### src/rtl/calc_pkg.sv
// calc_pkg -- shared definitions for the BCD calculator execution block.
//
// Contents:
//   OP_ADD..OP_DIV  opcodes accepted by calc_exec_ctrl; OP_KEY is the first
//                   code above the operation range (a keypad code, not an op)
//   ERR_*           values driven on the err output
//   calc_state_t    controller state encoding
//   NUM_DIGITS, BIN_W, MAX_VAL  operand geometry (6 BCD digits <-> 20 bits)
//   bcd_ok()        true when every nibble of a packed BCD word is 0..9

package calc_pkg;

  localparam logic [3:0] OP_ADD = 4'hA;
  localparam logic [3:0] OP_SUB = 4'hB;
  localparam logic [3:0] OP_MUL = 4'hC;
  localparam logic [3:0] OP_DIV = 4'hD;
  localparam logic [3:0] OP_KEY = 4'hE;

  localparam logic [1:0] ERR_NONE = 2'd0;
  localparam logic [1:0] ERR_OVF  = 2'd1;
  localparam logic [1:0] ERR_DIV0 = 2'd2;
  localparam logic [1:0] ERR_BAD  = 2'd3;

  localparam int NUM_DIGITS = 6;
  localparam int BIN_W      = 20;
  localparam logic [BIN_W-1:0] MAX_VAL = 20'd999999;

  typedef enum logic [2:0] {
    IDLE     = 3'd0,
    CONV_IN  = 3'd1,
    EXEC     = 3'd2,
    CONV_OUT = 3'd3,
    DONE     = 3'd4
  } calc_state_t;

  function automatic logic bcd_ok(input logic [4*NUM_DIGITS-1:0] v);
    logic ok;
    ok = 1'b1;
    for (int i = 0; i < NUM_DIGITS; i++) begin
      if (v[4*i +: 4] > 4'd9) ok = 1'b0;
    end
    return ok;
  endfunction

endpackage

### src/rtl/calc_bin2bcd.sv
// calc_bin2bcd -- 20-bit binary to 6-digit packed BCD, double dabble.
//
// Ports:
//   CLK_1K  in   clock, rising edge
//   RST     in   asynchronous active-high reset
//   start   in   sampled on a rising edge; that edge loads bin and performs
//                the first of the 20 shift steps
//   bin     in   20-bit value to convert (must be <= 999999)
//   bcd     out  packed BCD result, valid once done has pulsed; held after
//   done    out  one-cycle pulse, raised by the edge that performs step 20
//                (19 edges after the start edge)

module calc_bin2bcd
  import calc_pkg::*;
(
  input  logic                    CLK_1K,
  input  logic                    RST,
  input  logic                    start,
  input  logic [BIN_W-1:0]        bin,
  output logic [4*NUM_DIGITS-1:0] bcd,
  output logic                    done
);

  logic [BIN_W-1:0] shreg;
  logic [4:0]       step_cnt;
  logic             running;

  // One double-dabble step: add 3 to every digit >= 5, then shift left by
  // one bit taking the next binary bit in at the bottom.
  function automatic logic [4*NUM_DIGITS-1:0] dd_step(
    input logic [4*NUM_DIGITS-1:0] cur,
    input logic                    bit_in
  );
    logic [4*NUM_DIGITS-1:0] adj;
    adj = cur;
    for (int i = 0; i < NUM_DIGITS; i++) begin
      if (adj[4*i +: 4] >= 4'd5) adj[4*i +: 4] = adj[4*i +: 4] + 4'd3;
    end
    return 24'({adj, bit_in});
  endfunction

  // The start edge already does step 1 (from an all-zero BCD register, so
  // no adjust is needed); the following 19 edges finish the conversion.
  always_ff @(posedge CLK_1K or posedge RST) begin
    if (RST) begin
      bcd      <= '0;
      shreg    <= '0;
      step_cnt <= '0;
      running  <= 1'b0;
      done     <= 1'b0;
    end else begin
      done <= 1'b0;
      if (start) begin
        bcd      <= dd_step('0, bin[BIN_W-1]);
        shreg    <= {bin[BIN_W-2:0], 1'b0};
        step_cnt <= 5'd1;
        running  <= 1'b1;
      end else if (running) begin
        bcd      <= dd_step(bcd, shreg[BIN_W-1]);
        shreg    <= {shreg[BIN_W-2:0], 1'b0};
        step_cnt <= step_cnt + 5'd1;
        if (step_cnt == 5'(BIN_W - 1)) begin
          running <= 1'b0;
          done    <= 1'b1;
        end
      end
    end
  end

endmodule

### src/rtl/calc_exec_ctrl.sv
// calc_exec_ctrl -- executes one BCD add/sub/mul/div per start request.
//
// Ports:
//   CLK_1K        in   clock, all state changes on its rising edge
//   RST           in   asynchronous active-high reset
//   start         in   request, accepted only in IDLE
//   opcode        in   A add, B sub, C mul, D div (latched on acceptance)
//   num_reg1/2    in   operands A and B, six packed BCD digits
//   num_result    out  result magnitude in BCD (0 when err != 0)
//   neg           out  result negative (subtract with A < B)
//   err           out  0 none, 1 overflow, 2 divide by zero, 3 bad input
//   busy          out  high whenever not IDLE
//   result_valid  out  one-cycle pulse when the outputs above are updated
//
// Flow: IDLE -> CONV_IN (6 cycles BCD->binary) -> EXEC (1 or 20 cycles)
//       -> CONV_OUT (20 cycles, calc_bin2bcd) -> DONE -> IDLE.
// Input errors jump IDLE->DONE; add/mul overflow jumps EXEC->DONE.

module calc_exec_ctrl
  import calc_pkg::*;
(
  input  logic        CLK_1K,
  input  logic        RST,
  input  logic        start,
  input  logic [3:0]  opcode,
  input  logic [23:0] num_reg1,
  input  logic [23:0] num_reg2,
  output logic [23:0] num_result,
  output logic        neg,
  output logic [1:0]  err,
  output logic        busy,
  output logic        result_valid
);

  calc_state_t state;

  logic [3:0]       op_q;
  logic [23:0]      bcd_a, bcd_b;
  logic [BIN_W-1:0] bin_a, bin_b;
  logic [2:0]       digit_cnt;
  logic [4:0]       step_cnt;
  logic [1:0]       err_q;
  logic             neg_q;

  logic [2*BIN_W-1:0] mul_acc, mul_mcand;
  logic [BIN_W-1:0]   mul_mplier;
  logic [BIN_W-1:0]   div_rem, div_quot;

  logic [BIN_W-1:0]   conv_next_a, conv_next_b;
  logic [2*BIN_W-1:0] mul_next;
  logic [BIN_W:0]     div_shift;
  logic               div_ge;
  logic [BIN_W-1:0]   div_sub, div_next_rem, div_next_quot;
  logic [BIN_W:0]     add_sum;
  logic               a_lt_b;
  logic [BIN_W-1:0]   sub_mag;
  logic               op_ok;

  logic               exec_last, exec_ovf, exec_neg;
  logic [BIN_W-1:0]   exec_result;
  logic               bcd_start, bcd_done;
  logic [23:0]        bcd_out;

  // acc*10 + digit, with *10 built as (acc<<3)+(acc<<1).
  assign conv_next_a = {bin_a[16:0], 3'b0} + {bin_a[18:0], 1'b0} + {16'b0, bcd_a[23:20]};
  assign conv_next_b = {bin_b[16:0], 3'b0} + {bin_b[18:0], 1'b0} + {16'b0, bcd_b[23:20]};

  assign mul_next = mul_acc + (mul_mplier[0] ? mul_mcand : '0);

  // Restoring divide step: bring in the next dividend bit, subtract when it fits.
  assign div_shift     = {div_rem, div_quot[BIN_W-1]};
  assign div_ge        = div_shift >= {1'b0, bin_b};
  assign div_sub       = div_shift[BIN_W-1:0] - bin_b;
  assign div_next_rem  = div_ge ? div_sub : div_shift[BIN_W-1:0];
  assign div_next_quot = {div_quot[BIN_W-2:0], div_ge};

  assign add_sum = {1'b0, bin_a} + {1'b0, bin_b};
  assign a_lt_b  = bin_a < bin_b;
  assign sub_mag = a_lt_b ? (bin_b - bin_a) : (bin_a - bin_b);

  assign op_ok = (opcode >= OP_ADD) && (opcode < OP_KEY);

  // Result of the EXEC cycle that finishes the operation. For mul/div the
  // final step's combinational value is used so the binary->BCD converter
  // can start on that same edge instead of one cycle later.
  always_comb begin
    exec_last   = 1'b0;
    exec_ovf    = 1'b0;
    exec_neg    = 1'b0;
    exec_result = '0;
    case (op_q)
      OP_ADD: begin
        exec_last   = 1'b1;
        exec_ovf    = add_sum > {1'b0, MAX_VAL};
        exec_result = add_sum[BIN_W-1:0];
      end
      OP_SUB: begin
        exec_last   = 1'b1;
        exec_neg    = a_lt_b;
        exec_result = sub_mag;
      end
      OP_MUL: begin
        exec_last   = step_cnt == 5'(BIN_W - 1);
        exec_ovf    = mul_next > {20'b0, MAX_VAL};
        exec_result = mul_next[BIN_W-1:0];
      end
      OP_DIV: begin
        exec_last   = step_cnt == 5'(BIN_W - 1);
        exec_result = div_next_quot;
      end
      default: ;
    endcase
  end

  assign bcd_start = (state == EXEC) && exec_last && !exec_ovf;

  calc_bin2bcd u_bin2bcd (
    .CLK_1K (CLK_1K),
    .RST    (RST),
    .start  (bcd_start),
    .bin    (exec_result),
    .bcd    (bcd_out),
    .done   (bcd_done)
  );

  // Controller FSM and all registered outputs.
  always_ff @(posedge CLK_1K or posedge RST) begin
    if (RST) begin
      state        <= IDLE;
      op_q         <= '0;
      bcd_a        <= '0;
      bcd_b        <= '0;
      bin_a        <= '0;
      bin_b        <= '0;
      digit_cnt    <= '0;
      step_cnt     <= '0;
      err_q        <= ERR_NONE;
      neg_q        <= 1'b0;
      mul_acc      <= '0;
      mul_mcand    <= '0;
      mul_mplier   <= '0;
      div_rem      <= '0;
      div_quot     <= '0;
      num_result   <= '0;
      neg          <= 1'b0;
      err          <= ERR_NONE;
      busy         <= 1'b0;
      result_valid <= 1'b0;
    end else begin
      result_valid <= 1'b0;
      case (state)
        IDLE: begin
          if (start) begin
            op_q      <= opcode;
            bcd_a     <= num_reg1;
            bcd_b     <= num_reg2;
            bin_a     <= '0;
            bin_b     <= '0;
            digit_cnt <= '0;
            neg_q     <= 1'b0;
            busy      <= 1'b1;
            if (!bcd_ok(num_reg1) || !bcd_ok(num_reg2) || !op_ok) begin
              err_q <= ERR_BAD;
              state <= DONE;
            end else if (opcode == OP_DIV && num_reg2 == '0) begin
              err_q <= ERR_DIV0;
              state <= DONE;
            end else begin
              err_q <= ERR_NONE;
              state <= CONV_IN;
            end
          end
        end
        CONV_IN: begin
          bin_a     <= conv_next_a;
          bin_b     <= conv_next_b;
          bcd_a     <= {bcd_a[19:0], 4'h0};
          bcd_b     <= {bcd_b[19:0], 4'h0};
          digit_cnt <= digit_cnt + 3'd1;
          // Last digit: seed the iterative mul/div datapaths with the final
          // binary operands as they are being written.
          if (digit_cnt == 3'(NUM_DIGITS - 1)) begin
            state      <= EXEC;
            step_cnt   <= '0;
            mul_acc    <= '0;
            mul_mcand  <= {20'b0, conv_next_a};
            mul_mplier <= conv_next_b;
            div_rem    <= '0;
            div_quot   <= conv_next_a;
          end
        end
        EXEC: begin
          step_cnt   <= step_cnt + 5'd1;
          mul_acc    <= mul_next;
          mul_mcand  <= {mul_mcand[2*BIN_W-2:0], 1'b0};
          mul_mplier <= {1'b0, mul_mplier[BIN_W-1:1]};
          div_rem    <= div_next_rem;
          div_quot   <= div_next_quot;
          if (exec_last) begin
            neg_q <= exec_neg;
            if (exec_ovf) begin
              err_q <= ERR_OVF;
              state <= DONE;
            end else begin
              state <= CONV_OUT;
            end
          end
        end
        CONV_OUT: begin
          if (bcd_done) state <= DONE;
        end
        DONE: begin
          result_valid <= 1'b1;
          busy         <= 1'b0;
          err          <= err_q;
          if (err_q == ERR_NONE) begin
            num_result <= bcd_out;
            neg        <= neg_q;
          end else begin
            num_result <= '0;
            neg        <= 1'b0;
          end
          state <= IDLE;
        end
        default: state <= IDLE;
      endcase
    end
  end

endmodule

### config.mk
export PLATFORM = sky130hd
export DESIGN_NAME = calc_exec_ctrl
export DESIGN_NICKNAME = d
export VERILOG_FILES = /design/src/rtl/calc_pkg.sv /design/src/rtl/calc_bin2bcd.sv /design/src/rtl/calc_exec_ctrl.sv
export SDC_FILE = /design/constraint.sdc
export NUM_CORES = 1
export LEC_CHECK = 0
export CAP_MARGIN = 0
export CORE_MARGIN = 2
export CORE_UTILIZATION = 43
export CTS_CLUSTER_SIZE = 8
export DETAILED_ROUTE_END_ITERATION = 6
export HOLD_SLACK_MARGIN = 0.15
export PLACE_DENSITY = 0.71
export SETUP_SLACK_MARGIN = 0.02
export SYNTH_ARGS = -nofsm -noshare
export SYNTH_HDL_FRONTEND = slang
export SYNTH_SLANG_ARGS = --single-unit
### constraint.sdc
create_clock -name CLK_1K -period 19.6 [get_ports CLK_1K]
set_input_delay 1.96 -clock CLK_1K [delete_from_list [all_inputs] [get_ports CLK_1K]]
set_output_delay 1.96 -clock CLK_1K [all_outputs]
set_load 0.02 [all_outputs]
==> parameters.txt <==
Parameter                              Value

Power and ir drop
  Final Power ... 1414 uW
  Clock power share ... 0.503
  Part of the power in combinational logic ... 0.021
  P_int ... 1099 uW
  Net switching power of the design ... ~320 uW
  Sequential fraction of design power ... 0.475
  Static power due to leakage ... 0.01125 uW
  Power per cell area ... between 50 and 60 nW/um^2
  Net switching fraction of the power ... 0.2228
  Worst supply voltage drop on vdd ... 0.04897 mV

Logic synthesis
  Syn avg cell area ... about 8.5 um^2
  Share of synthesized area occupied by flip-flops and latches ... 0.3549
  Dominant combinational cell family by area after synthesis ... compound AO/OA/AOI/OAI gates
  Post-synth cell types ... 82
  Count of flip-flops with a built-in enable after synthesis ... 0
  Net count after synthesis ... ~3000
  Simple-gate area share of the yosys netlist ... 0.1900
  Synth Warn # ... 0
  Mux contribution to synthesized area ... 0.03795
  Xor/xnor share of the synthesized area ... 0.04319
  Synthesized cell area ... 22910 um^2
  FFs w/ async S/R, synth ... 1.000
  FF+latch count, synth ... around 330
  Area fraction in compound gates after synthesis ... 0.2129
  Post-Synth Adder-Cell Area ... 0.1182
  Flip-flop cell with the highest count after synthesis ... dfrtp_1
  Synth Instances ... roughly 2700

Setup path
  Kind of end point of the critical path ... register
  Setup slack on the worst flop-to-flop path ... 13.65 ns
  Data required, critical path ... 20.06 ns
  Critical R2R Launch ... mul_mplier[0]$_DFFE_PP0P_
  Critical setup path kind ... register to register
  R2R depth ... 17
  Top fanout value on the critical path ... 41
  Arrival @ worst endpoint ... between 6 and 7 ns
  R2r endpoint ... u_bin2bcd.shreg[14]$_DFFE_PP0P_
  CP startpoint kind ... register

STA
  Count of final max-slew check failures ... 0
  Tightest slew margin relative to the limit ... 0.2009
  Setup-failing EPs final ... 0
  Crit share post-route ... 0.3034
  Final Hold Viols ... 0
  Max Fclk ... 0.1682 GHz
  Final critical delay including setup and external delays ... a little under 6 ns
  Final TNS setup ... 0 ns
  RSZ-0062 raised after global routing ... false
  Worst Hold Slack ... 0.4816 ns
  Post-layout worst setup margin ... 13.65 ns
  Clock Skew ... 0.01733 ns
  Slew at the pin closest to its max-slew limit ... 1.196 ns

Final layout
  Fin nets ... ~3000
  Diode count ... 0
  Fraction of layout instances using a drive strength above 1 ... 0.04449
  Most common library cell in the layout ignoring fill and taps ... nand2_1
  Most frequent cells in the layout ... nand2_1 (392), dfrtp_1 (324), o21ai_0 (250)
  Sequential cell area ... 8134 um^2
  Total area of multi-input combinational cells ... 13860 um^2
  Filler cell count in the final layout ... 4860
  Relative area change from synthesis to final layout ... 11.25%

Clocking
  TritonCTS clock tree ... done
  Root cell of the clock tree ... clkbuf_16
  Deepest clock path buffer count ... 3
  H-tree depth reported by CTS ... 2
  Clock insertion delay at the later pin of the skew report ... 0.58 ns
  Post-CTS setup buffer count ... 0
  Sink Count ... 325
  Clock transition at the registers of the reported paths ... 0.05 ns
  Count of cells resized by post-cts repair ... 0
  Number of hold-repair buffers added at the cts stage ... 0
  Clock buffers created by TritonCTS ... 46

Placement
  GPL Wtd Cong ... 0.9145
  Port-buffer cells ... 83
  Pre-CTS setup slack ... between 10 and 15 ns
  Final HPWL DP ... 45570 um

Floorplanning
  Die boundary width ... 234.8 um
  Initial cell density of the core ... 0.4352
  IO Pins ... 84
  Row Count ... 84
  Area enclosed by the die boundary ... ~55000 um^2
  Core area ... 52660 um^2
  Die outline height ... 234.8 um

Global routing
  Global-route wire length before repair ... 103700 um
  Pin count of the biggest net entering global routing ... 118
  Number of global-route vias before repair ... ~20000
  GRT Resource Usage Total ... 0.2244
  Overflow left after global routing ... 0
  Number of antenna violations at the first check in global routing ... 0

Drt
  First DRT Iteration DRCs ... 1555
  Antenna-violating nets left ... 0
  Routed vias/inst ... between 5 and 6
  Average routed wire per standard cell ... approximately 19 um
  First-pass iteration count of the detailed router ... 6
  Total Routed Length ... around 63000 um
  DRC violations left ... 0
  Via Count ... between 20000 and 25000

Hold path
  Capture endpoint of the worst hold path ... num_result[16]$_DFFE_PP0P_
  Hold crit path type ... register to register
  Worst hold path stage count ... 2
  Min-Delay Startpoint ... num_result[16]$_DFFE_PP0P_

Job
  Count of maximum capacitance violations ... 0

Status
  Outcome ... completed
[registers in the layout, indices dropped and copies added (netlist names), 24 cells and up]
| register | count |
|---|---|
| bcd_b | 24 |
| num_result | 24 |
| mul_acc | 40 |
| u_bin2bcd.bcd | 24 |
| bcd_a | 24 |
| mul_mcand | 40 |
[metal layers]
layer	routed length [um]	GRT usage	up-vias	part of all wire
met3	3524	0.02925	117	0.056
met1	28450	0.3053	9942	0.45
met2	29150	0.3659	631	0.46
met4	1960	0.08113	0	0.031
met5	0	0	-	0
li1	-	-	9691	-
[cell families (layout without fill, tap and decap cells)]
logic type,Yosys count,in the layout
AO/OA/AOI/OAI,769,769
multiplexers,85,85
AND/OR/NAND/NOR,947,947
adder cells (fa/ha/maj),211,211
buffers and inverters,252,270
flip-flops,325,325
XOR/XNOR,113,113
[how the worst max path moves through the flow]
stage	cells past startpoint	slack (ns)	startpoint	to
after floorplan	1	8.64	RST	bcd_a[0]$_DFFE_PP0P_
after global placement	17	13.85	mul_mplier[0]$_DFFE_PP0P_	u_bin2bcd.shreg[13]$_DFFE_PP0P_
after detailed placement	17	13.70	mul_mplier[0]$_DFFE_PP0P_	u_bin2bcd.shreg[14]$_DFFE_PP0P_
after CTS	17	13.66	mul_mplier[0]$_DFFE_PP0P_	u_bin2bcd.shreg[14]$_DFFE_PP0P_
after global routing	17	13.32	mul_mplier[0]$_DFFE_PP0P_	u_bin2bcd.shreg[14]$_DFFE_PP0P_
final	17	13.65	mul_mplier[0]$_DFFE_PP0P_	u_bin2bcd.shreg[14]$_DFFE_PP0P_
[synth_stat cells (70+ instances only)]
cell,number,area share
mux2i_1,70,0.031
o21ai_0,250,0.055
clkbuf_1,121,0.020
xnor2_1,79,0.030
a21oi_1,162,0.035
dfrtp_1,325,0.35
nor2_1,182,0.030
nand3_1,124,0.027
inv_1,108,0.018
ha_1,202,0.11
nand2_1,395,0.065
[metrics by stage]
step                utilization  cells  instance area [um^2]
detailed placement       0.4613   3356                 24290
floorplan                     -   2702                 22910
global route             0.4842   3408                 25490
finish                   0.4842   3408                 25490
global placement         0.4613   3356                 24290
CTS                      0.4842   3408                 25490
[critical path, cell delays in order (launching register included)]
cell and delay (ns):
dfrtp_1 0.35, buf_4 0.24, and2_1 0.18, ha_1 0.22, fa_1 0.43, a211oi_1 0.42, o21bai_1 0.16, a221o_1 0.38
a41o_1 0.36, a21boi_0 0.25, xor2_1 0.21, nand4_1 0.16, or4_1 0.48, or4_1 0.50, o31a_1 0.43, nor4b_4 0.27
buf_4 0.36, mux2_2 0.38
[cell type report]
class / count / share of cell area
clock buffers: 50 / 0.04574
well taps: 688 / 0.03377
flip-flops and latches: 325 / 0.3191
multi-input cells: 2125 / 0.5436
repair buffers: 108 / 0.03995
clock inverters: 2 / 0.001423
inverters: 110 / 0.01649
[power by group through the flow]
stage | clock network, uW | registers [uW] | logic, uW
3_3_place_gp | 0 | 683 | 30.7
3_5_place_dp | 0 | 683 | 31.1
4_1_cts | 728 | 672 | 31.2
6_report | 711 | 672 | 30.3
2_1_floorplan | 0 | 684 | 11.8
5_1_grt | 750 | 671 | 34.1
Note: power is estimated with default switching activity, not from simulation.
==> edit: new RTL, same flow settings <==
Encoding of `calc_state_t`: now one-hot (5 bits for 5 states).
--- a/src/rtl/calc_pkg.sv
+++ b/src/rtl/calc_pkg.sv
@@ -25,12 +25,12 @@
   localparam int BIN_W      = 20;
   localparam logic [BIN_W-1:0] MAX_VAL = 20'd999999;
 
-  typedef enum logic [2:0] {
-    IDLE     = 3'd0,
-    CONV_IN  = 3'd1,
-    EXEC     = 3'd2,
-    CONV_OUT = 3'd3,
-    DONE     = 3'd4
+  typedef enum logic [4:0] {
+    IDLE     = 5'b00001,
+    CONV_IN  = 5'b00010,
+    EXEC     = 5'b00100,
+    CONV_OUT = 5'b01000,
+    DONE     = 5'b10000
   } calc_state_t;
 
   function automatic logic bcd_ok(input logic [4*NUM_DIGITS-1:0] v);
Function: same outputs for any inputs over 4 cycles, from zero or initial values and one cycle with RST high; so few cycles prove little.
==> edit against the unedited design <==
  * Area after synthesis is 1.5% lower
  * Sequential cell count is 2 higher
  * Via count shrank 3.6%
  * Routed wire length decreased by 2.2%
  * Worst setup slack gained 0.11 ns
  * Cell area fell by 0.87%
  * Critical path depth decreased by 2
  * Cell count shrank 1.7%
  * Sequential share of layout area increased by 0.48 points
  * Critical endpoint is now u_bin2bcd.shreg[2]
  * Largest cell class unchanged
Power is not compared: it rests on default switching activity, and its combinational part moved more than twofold at a synthesized area within 25%.
==> edit: results (changes against the unedited design) <==
status: completed (unchanged)
Final Hold Viols: 0 (unchanged)
most instantiated cells after synthesis: 407 x nand2_1, 326 x dfrtp_1, 245 x o21ai_0, 202 x ha_1, 190 x nor2_1 (was 395 x nand2_1, 325 x dfrtp_1, 250 x o21ai_0, 202 x ha_1, 182 x nor2_1)
WP data arrival: 6.28 ns (was 6.40 ns)
Total GRT Usage: 22.7% (was 22.4%)
CTS resizes: 0 (unchanged)
worst min-delay path category: reg2reg (unchanged)
register area share after synthesis: 36.2% (was 35.5%)
Clock transition at path regs: 0.05 ns (about the same)
hpwl dp: 43.7 mm (was 45.6 mm)
H-tree depth: 2 (unchanged)
pre-CTS setup slack: 13.87 ns (was 13.70 ns)
worst-margin pin slew: 1.19 ns (was 1.20 ns)
initial antenna violation count: 1 (was 0)
clk_skew: 0.0291 ns (was 0.0173 ns)
# DRC: 0 (unchanged)
Placed Area: 0.0240 mm² (was 0.0243 mm²)
CTS Buffer Depth: 3 (unchanged)
Largest regs: mul_acc: 40 flops, mul_mcand: 40 flops (unchanged)
Initial DRC Count: 1616 (was 1555)
family with the most delay on the worst path: compound AO/OA/AOI/OAI gates (unchanged)
FILL cells: 4800 (was 4860)
Worst VDD drop: 0.0794 mV
Crit path largest cell delay: 1.06 ns (was 0.50 ns)
port bufs: 83 (unchanged)
leakage: 11.6 nW
layout cells sized above 1: 4.39% (was 4.45%)
multi-input logic area: 0.0135 mm² (was 0.0139 mm²)
worst-path fanout max: 50 (was 41)
drt first pass iters: 7 (was 6)
CP max stage cell: dfrtp_1 (was or4_1)
Setup Fix Bufs, Post-CTS: 0 (unchanged)
Post-synth ARST share: 100% (unchanged)
largest cells by area after synthesis: dfrtp_1 36%, ha_1 11%, nand2_1 6.8%, o21ai_0 5.4%, a21oi_1 3.3% (was dfrtp_1 35%, ha_1 11%, nand2_1 6.5%, o21ai_0 5.5%, a21oi_1 3.5%)
TritonCTS Buffers: 47 (was 46)
Unique masters post-synth: 84 (was 82)
worst-skew pair later-pin latency: 0.57 ns
global-route wire length before repair: 102 mm (was 104 mm)
routed vias: 19600 (was 20400)
largest net degree at the start of global routing: 134 (was 118)
syn nets: 2893 (was 2968)
CTS root buf: clkbuf_16 (unchanged)
wire per inst: 18.4 µm (was 18.5 µm)
yosys warns: 0 (unchanged)
gpl congestion: 0.913 (was 0.915)
[edit: layer usage]
layer	share of wire (%)	GRT usage, %
met5	0	0
met4	2.3	6.39
met2	47	38.0
met3	5.2	2.95
met1	45	30.9
[edit: power by group]
part	switching, W	internal [W]	leakage, nW
registers	0.0000801	0.000776	4.43
logic	0.000385	0.000248	6.56
clock network	0.000299	0.000442	0.632
[edit: cell type report]
type | count | share of cell area, %
sequential | 327 | 32.4
clock buffer | 61 | 4.98
clock inverter | 3 | 0.134
timing repair buffer | 107 | 4.00
tap | 680 | 3.37
inverter | 118 | 1.78
multi-input combinational | 2050 | 53.3
antenna | 3 | 0.0297
[edit: logic make-up (layout without fill, tap and decap cells)]
family / after synthesis / count (layout) / synth area share [%]
other: 0 / 3 / 0
buffers and inverters: 250 / 289 / 4.31
DFF: 327 / 327 / 36.2
xor gates and xnor gates: 127 / 127 / 4.93
and+or+nand+nor: 870 / 870 / 17.2
adders and majority gates: 211 / 211 / 12.0
AOI/OAI and AO/OA: 771 / 771 / 22.1
muxes: 71 / 71 / 3.18
[edit: per-stage QoR]
stage / total power, W / instances
final: 0.00223 / 3349
after global routing: 0.00237 / 3346
after CTS: 0.00224 / 3346
after detailed placement: 0.00149 / 3282
after global placement: 0.00146 / 3282
after floorplan: 0.00132 / 2627
[edit: worst paths after layout]
path / end / from / cells after the start / slack [ns]
worst max-delay path: u_bin2bcd.shreg[2] / mul_mplier[0] / 15 / 13.77
worst min-delay path: mul_mplier[1] / mul_mplier[1] / 2 / 0.48
worst max register to register: u_bin2bcd.shreg[2] / mul_mplier[0] / 15 / 13.77
worst min register to register: mul_mplier[1] / mul_mplier[1] / 2 / 0.48
max in group asynchronous: mul_acc[33] / RST / 3 / 16.02
min in group asynchronous: num_result[15] / RST / 2 / 2.00
